--- config.mk ---
export PLATFORM = sky130hd
export DESIGN_NAME = sonar_sched
export DESIGN_NICKNAME = d
export VERILOG_FILES = /design/src/rtl/sonar_sched.sv
export SDC_FILE = /design/constraint.sdc
export NUM_CORES = 1
export LEC_CHECK = 0
export CORE_MARGIN = 2
export CORE_UTILIZATION = 50
export CTS_CLUSTER_DIAMETER = 50
export CTS_CLUSTER_SIZE = 10
export DETAILED_ROUTE_END_ITERATION = 10
export GPL_ROUTABILITY_DRIVEN = 0
export HOLD_SLACK_MARGIN = 0.06
export PLACE_DENSITY = 0.75
export SLEW_MARGIN = 30
export SYNTH_ARGS = -nofsm -noshare
export SYNTH_HDL_FRONTEND = slang
export SYNTH_SLANG_ARGS = --single-unit
--- constraint.sdc ---
create_clock -name clk -period 4.23 [get_ports clk]
set_input_delay 0.846 -clock clk [delete_from_list [all_inputs] [get_ports clk]]
set_output_delay 0.846 -clock clk [all_outputs]
set_load 0.03 [all_outputs]
--- src/rtl/sonar_sched.sv ---
`default_nettype none
// ============================================================================
// Module : sonar_sched
// Two-channel ultrasonic range scheduler (ch0 = pitch, ch1 = volume) sharing
// one trigger/echo-width engine. Optional SONAR_AVG_EN: 2-sample width averaging.
// Rev    : 1.0
// ============================================================================
module sonar_sched #(
  parameter int PRESC     = 100,
  parameter int TRIG_CYC  = 1000,
  parameter int TO_TICKS  = 6000,
  parameter int GAP_TICKS = 500,
  parameter int DEFAULT_W = 300
) (
  input  logic        clk,
  input  logic        reset,
  input  logic        enable,
  input  logic [1:0]  echo,
  output logic [1:0]  trig,
  output logic [12:0] width0,
  output logic [12:0] width1,
  output logic [1:0]  valid,
  output logic [1:0]  timeout,
  output logic        busy
);

  localparam int C_PW = (PRESC > 1) ? $clog2(PRESC) : 1;
  localparam int C_TW = (TRIG_CYC > 1) ? $clog2(TRIG_CYC) : 1;
  localparam int C_OW = (TO_TICKS > 1) ? $clog2(TO_TICKS) : 1;
  localparam int C_GW = (GAP_TICKS > 1) ? $clog2(GAP_TICKS) : 1;
  localparam int C_CW = (C_OW > C_GW) ? C_OW : C_GW;

  localparam logic [C_PW-1:0] C_PRESC_LAST = C_PW'(PRESC - 1);
  localparam logic [C_TW-1:0] C_TRIG_LAST  = C_TW'(TRIG_CYC - 1);
  localparam logic [C_CW-1:0] C_TO_LAST    = C_CW'(TO_TICKS - 1);
  localparam logic [C_CW-1:0] C_GAP_LAST   = C_CW'(GAP_TICKS - 1);
  localparam logic [12:0]     C_WMAX       = 13'h1FFF;
  localparam logic [12:0]     C_DEF        = 13'(DEFAULT_W);

  typedef enum logic [2:0] {
    S_IDLE = 3'd0,
    S_TRIG = 3'd1,
    S_WAIT = 3'd2,
    S_MEAS = 3'd3,
    S_TOUT = 3'd4,
    S_GAP  = 3'd5
  } state_t;

  state_t             state_q, state_d;
  logic               ch_q, ch_d;
  logic [1:0]         echo_s1_q, echo_s1_d;
  logic [1:0]         echo_s2_q, echo_s2_d;
  logic [C_PW-1:0]    presc_q, presc_d;
  logic [C_TW-1:0]    trig_cnt_q, trig_cnt_d;
  logic [C_CW-1:0]    tcnt_q, tcnt_d;
  logic               armed_q, armed_d;
  logic [12:0]        wcnt_q, wcnt_d;
  logic [1:0][12:0]   width_q, width_d;
  logic [1:0]         valid_q, valid_d;
  logic [1:0]         timeout_q, timeout_d;
`ifdef SONAR_AVG_EN
  logic [1:0][12:0]   raw_prev_q, raw_prev_d;
  logic [13:0]        w_sum;
`endif

  logic               w_e;
  logic               w_tick;
  logic               w_upd;
  logic [12:0]        w_upd_raw;

  assign w_e    = echo_s2_q[ch_q];
  assign w_tick = (presc_q == C_PRESC_LAST);

  always_comb begin
    state_d    = state_q;
    ch_d       = ch_q;
    echo_s1_d  = echo;
    echo_s2_d  = echo_s1_q;
    presc_d    = w_tick ? '0 : presc_q + 1'b1;
    trig_cnt_d = trig_cnt_q;
    tcnt_d     = tcnt_q;
    armed_d    = armed_q;
    wcnt_d     = wcnt_q;
    width_d    = width_q;
    valid_d    = 2'b00;
    timeout_d  = timeout_q;
    w_upd      = 1'b0;
    w_upd_raw  = C_DEF;
`ifdef SONAR_AVG_EN
    raw_prev_d = raw_prev_q;
    w_sum      = '0;
`endif

    case (state_q)
      S_IDLE: begin
        if (enable) state_d = S_TRIG;
      end
      S_TRIG: begin
        trig_cnt_d = trig_cnt_q + 1'b1;
        if (trig_cnt_q == C_TRIG_LAST) state_d = S_WAIT;
      end
      S_WAIT: begin
        // An echo already high on entry must first be seen low (armed).
        if (armed_q && w_e) begin
          state_d = S_MEAS;
        end else if (w_tick && (tcnt_q == C_TO_LAST)) begin
          state_d = S_TOUT;
        end else begin
          if (!w_e)   armed_d = 1'b1;
          if (w_tick) tcnt_d  = tcnt_q + 1'b1;
        end
      end
      S_MEAS: begin
        if (!w_e) begin
          w_upd             = 1'b1;
          w_upd_raw         = wcnt_q;
          timeout_d[ch_q]   = 1'b0;
          state_d           = S_GAP;
        end else if (wcnt_q == C_WMAX) begin
          state_d = S_TOUT;
        end else if (w_tick) begin
          wcnt_d = wcnt_q + 1'b1;
        end
      end
      S_TOUT: begin
        w_upd           = 1'b1;
        w_upd_raw       = C_DEF;
        timeout_d[ch_q] = 1'b1;
        state_d         = S_GAP;
      end
      S_GAP: begin
        if (w_tick && (tcnt_q == C_GAP_LAST)) begin
          ch_d    = ~ch_q;
          state_d = enable ? S_TRIG : S_IDLE;
        end else if (w_tick) begin
          tcnt_d = tcnt_q + 1'b1;
        end
      end
      default: state_d = S_IDLE;
    endcase

    if (w_upd) begin
      valid_d[ch_q] = 1'b1;
`ifdef SONAR_AVG_EN
      w_sum              = {1'b0, w_upd_raw} + {1'b0, raw_prev_q[ch_q]};
      width_d[ch_q]      = 13'(w_sum >> 1);
      raw_prev_d[ch_q]   = w_upd_raw;
`else
      width_d[ch_q]      = w_upd_raw;
`endif
    end

    // Every state starts with fresh prescaler and counters.
    if (state_d != state_q) begin
      presc_d    = '0;
      trig_cnt_d = '0;
      tcnt_d     = '0;
      armed_d    = 1'b0;
      wcnt_d     = '0;
    end
  end

  always_ff @(posedge clk or negedge reset) begin
    if (!reset) begin
      state_q    <= S_IDLE;
      ch_q       <= 1'b0;
      echo_s1_q  <= 2'b00;
      echo_s2_q  <= 2'b00;
      presc_q    <= '0;
      trig_cnt_q <= '0;
      tcnt_q     <= '0;
      armed_q    <= 1'b0;
      wcnt_q     <= '0;
      width_q    <= {C_DEF, C_DEF};
      valid_q    <= 2'b00;
      timeout_q  <= 2'b00;
`ifdef SONAR_AVG_EN
      raw_prev_q <= {C_DEF, C_DEF};
`endif
    end else begin
      state_q    <= state_d;
      ch_q       <= ch_d;
      echo_s1_q  <= echo_s1_d;
      echo_s2_q  <= echo_s2_d;
      presc_q    <= presc_d;
      trig_cnt_q <= trig_cnt_d;
      tcnt_q     <= tcnt_d;
      armed_q    <= armed_d;
      wcnt_q     <= wcnt_d;
      width_q    <= width_d;
      valid_q    <= valid_d;
      timeout_q  <= timeout_d;
`ifdef SONAR_AVG_EN
      raw_prev_q <= raw_prev_d;
`endif
    end
  end

  assign trig    = (state_q == S_TRIG) ? (ch_q ? 2'b10 : 2'b01) : 2'b00;
  assign width0  = width_q[0];
  assign width1  = width_q[1];
  assign valid   = valid_q;
  assign timeout = timeout_q;
  assign busy    = (state_q != S_IDLE);

endmodule
`default_nettype wire

# ---- After elaboration in Yosys (flattened, before gate mapping)
# Index checks and enable logic that the tools add are counted.
dict set report op_classes {
  bitwise 4
  magnitude_cmp 2
  add_sub_neg 4
  reduce_logical 18
  mux 45
  eq_ne 19
}
# op count
set op_table {}
lappend op_table {{13-bit two-way mux} 13}
lappend op_table {{13-bit by 1-bit adder with 13-bit output, second input constant} 2}
lappend op_table {{26-bit bitwise mux} 1}
lappend op_table {{13-bit == test, second input constant} 2}
lappend op_table {{13-bit case mux with 2 select lines} 1}
lappend op_table {{3-bit two-way mux} 7}
lappend op_table {{10-bit two-way mux} 2}
lappend op_table {{3-bit case mux with 6 select lines} 1}
lappend op_table {{7-bit two-way mux} 2}
lappend op_table {{13-bit demux with 1-bit select} 1}
lappend op_table {{13-bit by 9-bit == test with 1-bit output, second input constant} 1}
lappend op_table {{4-bit AND reduction} 3}
lappend op_table {{2-bit nonzero test} 6}
lappend op_table {{10-bit by 1-bit adder with 10-bit output, second input constant} 1}
lappend op_table {{10-bit == test, second input constant} 1}
lappend op_table {{1-bit two-way mux} 10}
lappend op_table {{3-bit != test, second input constant} 3}
lappend op_table {{2-bit two-way mux} 4}
lappend op_table {{2-bit by 1-bit != test with 1-bit output, second input constant} 4}
lappend op_table {{7-bit by 1-bit adder with 7-bit output, second input constant} 1}
lappend op_table {{7-bit == test, second input constant} 1}
lappend op_table {{3-bit by 2-bit == test with 1-bit output, second input constant} 2}
lappend op_table {{3-bit == test, second input constant} 2}
lappend op_table {{3-bit nonzero test} 2}
lappend op_table {{other kinds (15)} 19}
dict set report totals {
  inputBits 5
  regBits 82
  word_cells 105
  out_inout_bits 33
}

# ---- Longest topological paths before layout
# Gate-level depths: netlist of run 1.
dict set report logic_depth {
  ltp_word 8
  depth_mapped 9
  mapped_depth_nobuf 7
}

# ---- Worst setup path after synthesis of run 1
# No wires, ideal clock.
dict set report synth_path {
  kind {reg2out}
  start {register state_q[2]}
  end {output port trig[0]}
  n_path_buf 1
  arrival_time_ns 1.509
  setup_slack_ns 1.875
  stages_incl_launch_ff 3
  t_required_ns 3.384
  cell_sequence {dfrtp_1 buf_2 nor4_1}
}
dict set report synth_between {
  elab_chain_len 2
}
# item line
set synth_lines {}
lappend synth_lines {{start, declared} 49} ;# state_t state_q, state_d;
lappend synth_lines {{start signal, assigned} 181} ;# state_q <= state_d;
lappend synth_lines {{3-bit by 1-bit == test with 1-bit output} 199} ;# assign trig = (state_q == S_TRIG) ? (ch_q ? 2'b10 : 2'b01) : 2'b00;
lappend synth_lines {{2-bit two-way mux} 199}
lappend synth_lines {{end, declared} 19} ;# output logic [1:0] trig,
# Every way passes these cells.

# ---- Worst setup path after layout of run 1
dict set report layout_path {
  start {register state_q[0]}
  end {output port trig[1]}
}
# Same word-level chain as after synthesis.

==> flow_summary.ini, run 1 <==
[cts]
clk_latency_ps = 360
cts_resized = 0
cts_htree_levels = 3
clk_pin_slew_worst_paths_ps = 80
cts_root_buf = clkbuf_8
cts_num_sinks = 82
cts.hold.buffers_added = 0
cts.path.max_buffers = 2
postCtsSetupRepairBufs = 0
cts_tree = yes
cts-buffers-inserted = 9

[layout]
final_cells = 501
fillers = 662
antenna_cells = 0
fin_nets = 403
final_layout_size_suffix_gt1_share_pct = 10.8
area_delta_synth_final_pct = 15.1
fin_area_sq_um = 4450

[floorplanning]
die_y_microns = 92.0
initial_core_util_pct = 50.9
core-area_sq_um = 7610
dieArea_sq_um = 8460
rows = 32
fp.dieW_microns = 92.0
pin_count = 38

[synth]
synth_nets = 370
postSynthAreaPerCell_sq_um = 10.7
synth_common_cells = dfrtp_1, nor2_1, xnor2_1
synthArstFlopShare_pct = 100
ys_seq_elements = 82
yosys_warnings = 0
synth_top_area_share_pct = 47.9
synthFlopType = dfrtp_1
synth_most_common_cell = dfrtp_1
synth_edf_count = 0
synth.area.top_cells = dfrtp_1, dfstp_2, xnor2_1
netlist_instances = 361
synth_top_area_cell = dfrtp_1
synth_area_sq_um = 3870
yosysSeqAreaShare_pct = 53.3
synth_cell_types = 55

[routing]
vias = 2822
antenna_left = 0
avgViaCountPerCell = 5.63
wl_microns = 7510
drt_iter0_markers = 195
drc_errors = 0
drt-pass1-iter-count = 4
wl_per_cell_microns = 15.0

[timing]
fin_ws_ps = 1050
slew_headroom_pct = 35.6
timing.final.crit_period_ps = 3180
tightest_slew_ps = 959
finalSetupViolCount = 0
tns_ps = 0
finalHoldViolCount = 0
rsz0062_at_grt = no
fin_crit_sh_pct = 75.1
drv_slew = 0
max_freq_mhz = 315
finClkSkew_ps = 9.02

[worst_setup_path]
cp-start-kind = register
worstPathArrival_ps = 2330
critPathRequiredTime_ps = 3380
cp-end-kind = primary output
r2r_slack_ps = 1410
crit_type = register to primary output
reg2reg_from = ch_q$_DFFE_PN0P_
cp_max_fo = 12
r2r_end = presc_q[2]$_DFF_PN0_
reg2reg_depth = 7

[power_and_ir_drop]
p_int_uw = 1010
pwr-share-comb_pct = 1.5
power.switching_uw = 315
vdd_drop_max_v = 0.000147
p_sw_share_pct = 23.9
power.density_nw_per_um2 = 297
pwr-share-seq_pct = 59.5
clockPowerShare_pct = 38.9
leakagePower_uw = 0.00188

[run_status]
status = finished clean

[grt]
grt_usage_pct = 20.0
grt_pass1_vias = 2825
grt_max_degree = 83
grt_pass1_wl_microns = 13400
antenna_found_initial = 0
overflow = 0

[placement]
place_area_sq_um = 4270
dp_slack_ps = 1070
numPlacedInstances = 485
numPortBuffers = 37
post-dp-hpwl_microns = 5230

[min_path]
worstHoldStart = echo_s1_q[0]$_DFF_PN0_
holdPathEnd = echo_s2_q[0]$_DFF_PN0_
hold_class = register to register
hold_depth = 0

[job]
maxCapViolations = 0
state kept, by name, indices dropped and copies added, names as in the netlist, named ones only:
register	cells
ch_q	1
armed_q	1
width1	13
state_q	3
width0	13
presc_q	7
wcnt_q	13
tcnt_q	13
echo_s2_q	2
valid	2
echo_s1_q	2
trig_cnt_q	10
metal layers:
| layer | GRT usage, % | share of wire (%) |
|---|---|---|
| met5 | 0 | 0 |
| met4 | 7.09 | 1.7 |
| met3 | 3.78 | 3.2 |
| met2 | 32.8 | 49 |
| met1 | 26.6 | 46 |
metrics by stage:
| step | util [%] | power (uW) | hold slack [ps] |
|---|---|---|---|
| floorplan | - | 803 | 331 |
| global placement | 56.1 | 823 | 335 |
| detailed placement | 56.2 | 824 | 336 |
| CTS | 58.5 | 1340 | 355 |
| global route | 58.5 | 1380 | 361 |
| finish | 58.5 | 1320 | 353 |
cell families (layout without fill, tap and decap cells):
logic type | count (synthesis) | in the layout | share of synthesized area (%)
adder cells (fa/ha/maj) | 4 | 4 | 1.29
AO/OA/AOI/OAI | 53 | 53 | 10.3
buffers and inverters | 25 | 63 | 3.59
XOR/XNOR | 37 | 37 | 8.38
flip-flops | 82 | 82 | 53.3
AND/OR/NAND/NOR | 155 | 155 | 21.8
multiplexers | 5 | 5 | 1.33
cell usage in the layout (no fill, tap or decap), drive strengths merged, types with 4 or more instances in the layout:
master / instances
dfstp: 8
nor4: 6
and3: 7
a21oi: 10
nand2: 21
or3: 7
clkdlybuf4s50: 36
xnor2: 22
nor3: 19
ha: 4
o21ai: 9
nor2: 48
a22o: 14
clkbuf: 9
dfrtp: 74
o22a: 8
nand3: 12
nand2b: 6
nand4: 12
mux2i: 4
inv: 10
xor2: 15
worst max-delay path: stages (launching register included):
cell,delay [ps]
dfrtp_1,550
inv_1,230
nor3_2,210
buf_4,180
and2_1,130
clkdlybuf4s50_1,660
power groups by stage:
stage | combinational, uW | sequential [uW] | clock, uW
after global routing | 23.6 | 787 | 565
after global placement | 20.7 | 802 | 0
after floorplan | 1.69 | 802 | 0
after detailed placement | 21.4 | 802 | 0
after CTS | 21.5 | 787 | 529
final | 20.2 | 787 | 515
cell type report:
class | count | area, sq um | share of cell area (%)
clock buffers | 9 | 124 | 2.78
clock inverters | 7 | 53.8 | 1.21
well taps | 102 | 128 | 2.87
flip-flops and latches | 82 | 2060 | 46.3
multi-input cells | 254 | 1670 | 37.5
inverters | 8 | 30.0 | 0.675
repair buffers | 39 | 387 | 8.68
worst max path at each step:
stage | from | end | slack (ps) | cells past startpoint
after detailed placement | enable | tcnt_q[3]$_DFFE_PN0P_ | 1070 | 8
after global placement | enable | presc_q[6]$_DFF_PN0_ | 1140 | 8
after global routing | state_q[0]$_DFF_PN0_ | trig[1] | 850 | 5
final | state_q[0]$_DFF_PN0_ | trig[1] | 1050 | 5
after floorplan | state_q[2]$_DFF_PN0_ | trig[0] | 1880 | 2
after CTS | state_q[0]$_DFF_PN0_ | trig[1] | 1050 | 5
No activity file was read; power rests on OpenSTA's default activity.
==> inputs of run 2 (changes only) <==
PLACE_DENSITY = 0.78   (was 0.75)
clock period = 2.6 ns   (was 4.23 ns; I/O delays follow)
==> flow_summary.ini, run 2 (same netlist as run 1, synthesis figures left out) <==
[run_status]
status = finished clean

[cts]
cts-buffers-inserted = 9
cts_htree_levels = 3
clk_pin_slew_worst_paths_ps = 90
cts.path.max_buffers = 2
clk_latency_ps = 360
cts_root_buf = clkbuf_8
cts_tree = yes
cts.hold.buffers_added = 0
cts_num_sinks = 82

[routing]
wl_microns = 7630
avgViaCountPerCell = 5.59
antenna_left = 0
vias = 2835
drt-pass1-iter-count = 4
drc_errors = 0
drt_iter0_markers = 147
wl_per_cell_microns = 15.0

[timing]
tightest_slew_ps = 533
slew_headroom_pct = 64.2
fin_crit_sh_pct = 90.8
timing.final.crit_period_ps = 2360
max_freq_mhz = 424
hold_slack_ps = 136
rsz0062_at_grt = no
finalHoldViolCount = 0
tns_ps = 0
finalSetupViolCount = 0
finClkSkew_ps = 14.0
drv_slew = 0

[grt]
grt_usage_pct = 19.8
grt_pass1_wl_microns = 13200
antenna_found_initial = 0
grt_pass1_vias = 2789
grt_max_degree = 45
overflow = 0

[job]
maxCapViolations = 0

[worst_setup_path]
cp_max_fo = 12
critPathSlowestCell = clkdlybuf4s50_1
crit_type = register to primary output
cp_num_buf_inv = 1
critPathMaxStageDelay_ps = 590
critPathRequiredTime_ps = 2080
cp-start-kind = register
cp-end-kind = primary output
crit_chain = or3_1 -> clkdlybuf4s50_1
cp_top_family = buffers and inverters
worstPathArrival_ps = 1840

[power_and_ir_drop]
pwr-share-comb_pct = 1.6
p_int_uw = 1750
clockPowerShare_pct = 42.0
leakagePower_uw = 0.00195
power.switching_uw = 521
p_sw_share_pct = 23.0
vdd_drop_max_v = 0.000305
pwr-share-seq_pct = 56.4
power.density_nw_per_um2 = 499

[floorplanning]
initial_core_util_pct = 50.9
fp.dieW_microns = 92.0
pin_count = 38
core-area_sq_um = 7610
die_y_microns = 92.0
dieArea_sq_um = 8460
rows = 32

[layout]
area_delta_synth_final_pct = 17.6
final_common_cell = dfrtp_1
antenna_cells = 0
final_cell_mix = dfrtp_1, nor2_1, clkdlybuf4s50_1, xnor2_1, nand2_1
final_layout_size_suffix_gt1_share_pct = 12.3
fin_nets = 409
fin_area_sq_um = 4550

[placement]
place_area_sq_um = 4340
numPortBuffers = 37
post-dp-hpwl_microns = 5360

[min_path]
hold_class = input pin to asynchronous set/reset pin
[run 2: cell types whose count changed in the layout (fill, tap and decap cells not counted), sizes merged]
cell	previous run	this run
clkdlybuf4s50	36	34
clkinv	3	0
inv	10	13
clkinvlp	2	1
bufinv	0	1
dlymetal6s2s	0	2
buf	3	9
[run 2: final cells by class]
class	count	area (sq um)
tap	102	128
sequential	82	2060
clock inverter	7	81.3
fill	642	3060
multi-input combinational	254	1670
clock buffer	9	124
inverter	8	30.0
timing repair buffer	45	458
[run 2: what timing repair did]
item,CTS,global route
resized for setup,0,2
setup buffers,0,0
endpoints found under the setup margin,0,2
[run 2: path summary, 6_finish.rpt]
kind,depth (start not counted),slack [ps],startpoint,endpoint
worst max-delay path,2,240,state_q[2]$_DFF_PN0_,busy
worst min-delay path,1,140,reset,width0[11]$_DFFE_PN0P_
worst max register to register,8,250,tcnt_q[0]$_DFFE_PN0P_,wcnt_q[10]$_DFFE_PN0P_
worst min register to register,0,350,echo_s1_q[1]$_DFF_PN0_,echo_s2_q[1]$_DFF_PN0_
max in group asynchronous,2,1860,reset,tcnt_q[4]$_DFFE_PN0P_
min in group clk,0,350,echo_s1_q[1]$_DFF_PN0_,echo_s2_q[1]$_DFF_PN0_
[run 2: worst register-to-register path: cells and delay by family, from the launching register on]
| family | cells | cell delay, ps |
|---|---|---|
| AOI/OAI and AO/OA | 1 | 140 |
| adders and majority gates | 1 | 200 |
| buffers and inverters | 1 | 250 |
| DFF | 1 | 390 |
| and+or+nand+nor | 5 | 1250 |
[run 2: power by group through the flow]
stage,Combinational [uW],Clock (uW),Sequential [uW]
after CTS,37.7,980,1280
final,35.4,953,1280
after floorplan,2.74,0,1300
after detailed placement,37.5,0,1310
after global placement,37.1,0,1310
after global routing,42.0,1040,1280
[run 2: metrics by stage]
| stage | utilization [%] | setup WS [ps] | instances | power, uW |
|---|---|---|---|---|
| global placement | 57.1 | 271 | 491 | 1340 |
| detailed placement | 57.1 | 203 | 491 | 1340 |
| CTS | 59.8 | 7.24 | 507 | 2300 |
| global route | 59.8 | 110 | 507 | 2360 |
| finish | 59.8 | 239 | 507 | 2270 |
| floorplan | - | 478 | 361 | 1310 |
[run 2: metal layers]
metal  GRT usage [%]  wire (microns)  vias to the layer above
met3            4.35             237                       11
met4            6.59             112                        0
li1                -               -                     1360
met5               0               0                        -
met2            33.1            3820                       59
met1            25.8            3460                     1405
==> inputs of run 3 (changes only) <==
clock period = 2.08 ns   (was 2.6 ns; I/O delays follow)
==> flow_summary.ini, run 3 (same netlist as run 1, synthesis figures left out) <==
[routing]
wl_per_cell_microns = 15.0
vias = 3070
antenna_left = 0
top_layer_used = met4
wl_met3_microns = 341
avgViaCountPerCell = 5.55
drt_iter0_markers = 173
drc_errors = 0
wl_microns = 8300
route.met2.wl_microns = 4350
met1_length_microns = 3500
drt-pass1-iter-count = 5

[power_and_ir_drop]
power.switching_uw = 597
pwr-share-comb_pct = 1.7
power.density_nw_per_um2 = 565
vdd_drop_max_v = 0.000332
p_int_uw = 2200
leakagePower_uw = 0.00218
pwr-share-seq_pct = 57.3
clockPowerShare_pct = 41.0
p_sw_share_pct = 21.4

[timing]
tns_ps = -331
tightest_slew_ps = 481
fin_crit_sh_pct = 101
hold_slack_ps = 352
timing.final.crit_period_ps = 2110
finalHoldViolCount = 0
rsz0062_at_grt = yes
max_freq_mhz = 474
finalSetupViolCount = 24
finClkSkew_ps = 13.2
slew_headroom_pct = 67.9
drv_slew = 0
fin_ws_ps = -30.3

[grt]
grt_usage_pct = 20.6
grt_pass1_vias = 2999
antenna_found_initial = 0
grt_max_degree = 46
overflow = 0
grt_pass1_wl_microns = 13800

[layout]
seqCellArea_sq_um = 2060
multi_input_area_sq_um = 1720
final_cell_mix = dfrtp_1, buf_4, nor2_1, clkdlybuf4s50_1, xnor2_1
area_delta_synth_final_pct = 27.7
fillers = 588
final_layout_size_suffix_gt1_share_pct = 23.1
final_core_util_pct = 65.0
fin_nets = 455
final_common_cell = dfrtp_1
antenna_cells = 0

[floorplanning]
pin_count = 38
fp.dieW_microns = 92.0
die_y_microns = 92.0
dieArea_sq_um = 8460
initial_core_util_pct = 50.9
core-area_sq_um = 7610
rows = 32

[worst_setup_path]
worstPathArrival_ps = 2340
crit_chain = nor4b_4 -> nand3_2 -> or3_4 -> and4b_4 -> o22ai_4 -> buf_12 -> nor3_1
cp_top_family = simple AND/OR/NAND/NOR gates
cp_num_buf_inv = 1
cp_max_fo = 23
critPathSlowestCell = dfrtp_1
critPathRequiredTime_ps = 2310
cp-end-kind = register
critPathMaxStageDelay_ps = 430
cp-start-kind = register
crit_type = register to register

[cts]
cts_htree_levels = 3
cts_num_sinks = 82
clk_latency_ps = 360
cts-buffers-inserted = 9
cts_tree = yes
cts_root_buf = clkbuf_8
cts.path.max_buffers = 2
clk_pin_slew_worst_paths_ps = 80

[run_status]
status = complete, but fails checks
violations = negative setup slack

[placement]
post-dp-hpwl_microns = 5880
numPortBuffers = 37

[job]
maxCapViolations = 0

[min_path]
hold_class = register to register
run 3: cell type report:
cell class	instances	area share, %
inverters	8	0.684
clock inverters	5	1.11
clock buffers	11	2.86
flip-flops and latches	82	41.7
repair buffers	91	16.2
well taps	102	2.58
multi-input cells	254	34.9
run 3: repair_timing:
action / 4_1_cts / 5_1_grt
resized for setup: 7 / 9
hold buffers: 1 / 0
hold endpoints to repair: 29 / 0
pin swaps: 7 / 2
setup endpoints to repair: 46 / 47
setup buffers: 2 / 6
run 3: layer usage:
layer  track usage, %  vias to the layer above
li1                 -                     1450
met1             24.7                     1523
met2             36.4                       85
met3             4.85                       12
met4             6.84                        0
met5                0                        -
run 3: path summary, 6_finish.rpt:
| check | from | end | slack (ps) | cells after the start |
|---|---|---|---|---|
| min in group asynchronous | reset | width0[7]$_DFFE_PN0P_ | 550 | 2 |
| setup reg to reg | presc_q[4]$_DFF_PN0_ | presc_q[2]$_DFF_PN0_ | -30 | 7 |
| setup / recovery | presc_q[4]$_DFF_PN0_ | presc_q[2]$_DFF_PN0_ | -30 | 7 |
| max in group asynchronous | reset | trig_cnt_q[2]$_DFFE_PN0P_ | 930 | 3 |
| hold / removal | echo_s1_q[1]$_DFF_PN0_ | echo_s2_q[1]$_DFF_PN0_ | 350 | 0 |
| hold reg to reg | echo_s1_q[1]$_DFF_PN0_ | echo_s2_q[1]$_DFF_PN0_ | 350 | 0 |
run 3: power groups by stage:
stage / Sequential [uW] / Clock, uW / Combinational (uW)
2_1_floorplan: 1630 / 0 / 3.43
3_3_place_gp: 1630 / 0 / 47.5
3_5_place_dp: 1630 / 0 / 48.5
4_1_cts: 1600 / 1160 / 49.8
5_1_grt: 1600 / 1240 / 54.7
6_report: 1600 / 1140 / 47.5
run 3: through the flow:
step | setup WS (ps) | instances | power (uW) | instance area, sq um
floorplan | 2.69 | 361 | 1630 | 3870
global placement | -122 | 528 | 1680 | 4610
detailed placement | -170 | 528 | 1680 | 4610
CTS | -38.8 | 547 | 2810 | 4860
global route | -138 | 553 | 2890 | 4940
finish | -30.3 | 553 | 2790 | 4940
run 3: worst reg2reg max path, cell delays in order, from the launching register on:
cell     delay, ps
dfrtp_1        430
nor4b_4        340
nand3_2        150
or3_4          420
and4b_4        220
o22ai_4        150
buf_12         200
nor3_1          80
